$ cat config.mk
export PLATFORM = sky130hd
export DESIGN_NAME = otter_regfile_mp
export DESIGN_NICKNAME = d
export VERILOG_FILES = /design/src/rtl/otter_regfile_mp.sv
export SDC_FILE = /design/constraint.sdc
export NUM_CORES = 2
export LEC_CHECK = 0
export CORE_UTILIZATION = 35
export CTS_CLUSTER_SIZE = 12
export DETAILED_ROUTE_END_ITERATION = 16
export GPL_ROUTABILITY_DRIVEN = 1
export GPL_TIMING_DRIVEN = 0
export HOLD_SLACK_MARGIN = 0.15
export PLACE_DENSITY = 0.57
export SLEW_MARGIN = 20
export SYNTH_ARGS = -nofsm -noshare
export SYNTH_HDL_FRONTEND = slang
export SYNTH_SLANG_ARGS = --single-unit
export TNS_END_PERCENT = 20
$ cat constraint.sdc
create_clock -name clock -period 4.8 [get_ports clock]
set_clock_uncertainty 0.15 [all_clocks]
set_input_delay 1.44 -clock clock [delete_from_list [all_inputs] [get_ports clock]]
set_output_delay 1.44 -clock clock [all_outputs]
set_load 0.005 [all_outputs]
$ cat src/rtl/otter_regfile_mp.sv
// Multi-port integer register file for the pipelined OTTER core.
// Combinational read ports with write-to-read bypass, synchronous write
// ports (highest index wins on collision), optional hardwired zero register,
// and a per-register busy scoreboard used by decode for hazard detection.
// All state updates freeze while the cache stalls; reads and bypass do not.
module otter_regfile_mp #(
  parameter int XLEN     = 32,
  parameter int DEPTH    = 32,
  parameter int AW       = $clog2(DEPTH),
  parameter int NUM_RD   = 2,
  parameter int NUM_WR   = 1,
  parameter int ZERO_REG = 1
) (
  input  logic                     clock,
  input  logic                     reset_n,
  input  logic                     stall,
  input  logic [NUM_RD*AW-1:0]     rd_addr,
  output logic [NUM_RD*XLEN-1:0]   rd_data,
  output logic [NUM_RD-1:0]        rd_busy,
  input  logic [NUM_WR-1:0]        wr_en,
  input  logic [NUM_WR*AW-1:0]     wr_addr,
  input  logic [NUM_WR*XLEN-1:0]   wr_data,
  input  logic                     iss_en,
  input  logic [AW-1:0]            iss_addr,
  output logic [DEPTH-1:0]         busy_vec
);

  localparam bit HAS_ZERO = (ZERO_REG != 0);

  logic [XLEN-1:0]   regs [DEPTH];
  logic [DEPTH-1:0]  busy;
  logic [DEPTH-1:0]  busy_nxt;
  logic [NUM_WR-1:0] wr_ok;
  logic [NUM_RD-1:0] rd_byp;

  assign busy_vec = busy;

  // Qualify each write port: enabled and not targeting a hardwired r0
  always_comb begin
    wr_ok = '0;
    for (int unsigned j = 0; j < NUM_WR; j++) begin
      wr_ok[j] = wr_en[j] && !(HAS_ZERO && (wr_addr[j*AW +: AW] == '0));
    end
  end

  // Next scoreboard: writebacks clear, then issue sets so a new producer wins
  always_comb begin
    busy_nxt = busy;
    for (int unsigned j = 0; j < NUM_WR; j++) begin
      if (wr_ok[j]) busy_nxt[wr_addr[j*AW +: AW]] = 1'b0;
    end
    if (iss_en && !(HAS_ZERO && (iss_addr == '0))) busy_nxt[iss_addr] = 1'b1;
    if (HAS_ZERO) busy_nxt[0] = 1'b0;
  end

  // Read ports: array value, overridden by the highest-index matching write
  always_comb begin
    rd_data = '0;
    rd_busy = '0;
    rd_byp  = '0;
    for (int unsigned i = 0; i < NUM_RD; i++) begin
      rd_data[i*XLEN +: XLEN] = regs[rd_addr[i*AW +: AW]];
      for (int unsigned j = 0; j < NUM_WR; j++) begin
        if (wr_ok[j] && (wr_addr[j*AW +: AW] == rd_addr[i*AW +: AW])) begin
          rd_data[i*XLEN +: XLEN] = wr_data[j*XLEN +: XLEN];
          rd_byp[i] = 1'b1;
        end
      end
      if (HAS_ZERO && (rd_addr[i*AW +: AW] == '0)) rd_data[i*XLEN +: XLEN] = '0;
      rd_busy[i] = busy[rd_addr[i*AW +: AW]] & ~rd_byp[i];
    end
  end

  // Register array: async clear, port-ordered writes so the last port wins
  always_ff @(posedge clock or negedge reset_n) begin
    if (!reset_n) begin
      for (int unsigned k = 0; k < DEPTH; k++) regs[AW'(k)] <= '0;
    end else if (!stall) begin
      for (int unsigned j = 0; j < NUM_WR; j++) begin
        if (wr_ok[j]) regs[wr_addr[j*AW +: AW]] <= wr_data[j*XLEN +: XLEN];
      end
    end
  end

  // Scoreboard register: async clear, frozen during stall
  always_ff @(posedge clock or negedge reset_n) begin
    if (!reset_n)    busy <= '0;
    else if (!stall) busy <= busy_nxt;
  end

endmodule
==> key figures <==
Status
  • Outcome: finished, violations left
  • Failing checks: negative setup slack

Drt
  • Post-DR wirelength/cell: 45.2 um
  • Post-Route WL: 312000 um
  • Initial DRT Pass Iterations: 6
  • DRC: 0
  • Drt initial violations: 7156
  • Avg Vias per Cell: 6.71
  • DR vias: 46400
  • Post-DRT Antenna Nets: 0

CTS
  • CTS H-tree lvls: 3
  • TritonCTS clock tree: yes
  • Clk buf depth: 3
  • Root Buffer: clkbuf_16
  • Clock sink total: 1055
  • Clk Latency, worst-skew pair: 0.77 ns
  • Clock-pin slew on the worst setup and hold paths: 0.06 ns
  • Total CTS buffers: 120

Global route
  • GRT overflow: 0
  • First-pass GRT wire length: 411000 um
  • Aggregate global-route resource usage: 37.5%
  • Pin count of the biggest net entering global routing: 141
  • Number of global-route vias before repair: 44800
  • Initial antenna violation count: 22

Synthesis
  • EDFF count, synth: 0
  • Synth Area in Compound Gates: 5.09%
  • Post-synth ARST share: 100%
  • Seq cells post-synth: 1055
  • Most numerous cell in the Yosys netlist: mux2_2
  • Ranking of synthesized cells by area: dfrtp_1, mux2_2, mux4_2, mux2i_1, clkbuf_1
  • Mux cell area share after synthesis: 41.3%
  • YS warnings: 0
  • Primary FF master, synth: dfrtp_1
  • Top post-synthesis cells by count: mux2_2, dfrtp_1, mux4_2
  • XOR/XNOR Fraction of Synth Area: 0.153%
  • Largest family of logic cells by synthesized area: multiplexers
  • Simple-gate share of the synthesized area: 3.32%
  • Synth Cell Area: 57400 sq um
  • Mapped Nets: 4077
  • Area leader, netlist: dfrtp_1
  • Top cell type's share of synthesized area: 46.0%
  • Cell count after synthesis: 4020
  • Sequential share of the synthesized area: 46.0%
  • Library cells used by synthesis: 66
  • Post-Synth Adder-Cell Area: 0%
  • Avg Cell Area, Syn: 14.3 sq um

Pwr
  • IR Drop Worst-Case VDD: 0.317 mV
  • Leak: 33.1 nW
  • Power per cell area: 358 nW/um^2

Setup path
  • CP arrival: 3.82 ns
  • Worst Path Required: 3.21 ns
  • Critical path capture point type: output port
  • Critical-path maximum fanout: 6
  • CP Launch Type: primary input
  • R2R depth: 1
  • CP Class: in2out

STA
  • Final setup margin: -0.614 ns
  • Measured slew at the worst slew-check pin: 1.31 ns
  • Pins over their slew limit: 0
  • Max_slew headroom: 12.3%
  • Crit path time final: 5.41 ns
  • Top achievable clock speed: 185 MHz
  • Final Setup Violations: 117
  • Final Hold Vio Count: 0
  • Unrepaired setup endpoints after global routing: true
  • Period Utilization, post-route: 113%
  • WHS: 0.332 ns

Die
  • Die extent in x: 407 um
  • CORE AREA: 163000 sq um
  • Die Y: 407 um
  • IO Pins: 155
  • Starting Density: 35.3%
  • Die area: 166000 sq um
  • # rows: 148

Layout
  • Syn-to-layout area delta: 29.4%
  • Share of cells above drive strength 1: 55.9%
  • Non-filler cells, final: 6911
  • Fin nets: 4673

Min path
  • Worst hold path class: reg2reg
  • Hold Crit Depth: 1

Placement
  • Placed cell count: 6373
  • Port Buffer Count: 142
  • GP Congestion: 1.03
  • DP HPWL: 202000 um

Flow run
  • Maxcap violations: 0
## repair_timing
item / 4_1_cts / 5_1_grt
hold buffers: 0 / 0
pin swaps: 122 / 65
setup endpoints to repair: 66 / 66
buffers inserted: 228 / 67
resized for setup: 1124 / 176
cloned: 9 / 4
## per-layer routing
metal	GRT usage [%]	routed length, um	up-vias	share of wire (%)
met2	50.9	126000	3884	40
met5	0.119	104	-	0.033
met3	17.4	45000	1225	14
met1	44.7	110000	24500	35
met4	31.6	31500	10	10
li1	-	-	16800	-
## path summary, 6_finish.rpt
kind / startpoint / end / slack (ns)
min reg2reg: regs[1015] / regs[1015] / 0.33
max in group asynchronous: reset_n / regs[430] / 1.83
max reg2reg: regs[630] / regs[630] / 3.82
min: regs[1015] / regs[1015] / 0.33
max: rd_addr[5] / rd_data[51] / -0.61
min in group asynchronous: reset_n / regs[442] / 0.40
## worst max-delay path, stage by stage
cell and delay [ns]:
buf_16 0.13, buf_16 0.18, buf_16 0.17, buf_16 0.17, buf_12 0.16, mux2i_1 0.13
a221oi_2 0.37, o21ai_1 0.15, a2111o_1 0.43, o211ai_1 0.21, buf_2 0.20
## stage by stage
| stage | worst slack (ns) | TNS (ns) | power, W | cell area [sq um] | util [%] |
|---|---|---|---|---|---|
| global placement | -48.02 | - | 0.0159 | 61500 | 37.8 |
| finish | -0.614 | -29.52 | 0.0266 | 74300 | 45.6 |
| CTS | -0.473 | -24.47 | 0.0261 | 73000 | 44.8 |
| global route | -0.560 | -27.46 | 0.0271 | 74200 | 45.6 |
| detailed placement | -3.02 | -347.99 | 0.0160 | 62500 | 38.4 |
| floorplan | 0.115 | 0 | 0.0138 | 57400 | - |
## kinds of logic (layout without fill, tap and decap cells)
group	count (synthesis)	count (layout)
XOR/XNOR	10	10
multiplexers	1721	1721
flip-flops	1055	1055
AND/OR/NAND/NOR	362	362
other	1	23
buffers and inverters	466	1160
AO/OA/AOI/OAI	405	405
## report_power, final
part	switching [W]	leakage [nW]	internal (W)
registers	0.000933	14.0	0.0100
clock network	0.00422	2.01	0.00547
logic	0.00289	17.1	0.00303
## final cells by class
type                            instances  area (sq um)
Fill cell                           14400         88500
Multi-Input combinational cell       2499         30400
Sequential cell                      1055         26400
Timing Repair Buffer                  484          5480
Buffer                                439          5170
Clock buffer                          172          3530
Tap cell                             2175          2720
Clock inverter                         48           497
Inverter                               17          80.1
Antenna cell                           22          55.1
## registers in the layout, summed over array words and instances, names as in the netlist
register and flops:
busy_vec 31, regs 1024
## layout by cell type, fill, tap and decap left out, types with 17 or more instances in the layout
cell,instances
clkbuf_2,19
buf_12,102
mux4_2,412
buf_16,101
clkinv_2,31
clkbuf_8,50
nor3_1,20
o22ai_2,20
mux2_2,1060
a221oi_2,34
nor3_2,21
dfrtp_1,1055
o21ai_0,27
a22o_1,33
mux2i_1,229
clkdlybuf4s50_1,68
buf_4,197
buf_2,119
clkbuf_16,144
o211ai_1,20
diode_2,22
clkbuf_1,159
o22ai_1,94
buf_6,63
a211oi_2,17
buf_8,38
nor2_1,93
nand2_1,56
Note: power is estimated with default switching activity, not from simulation.
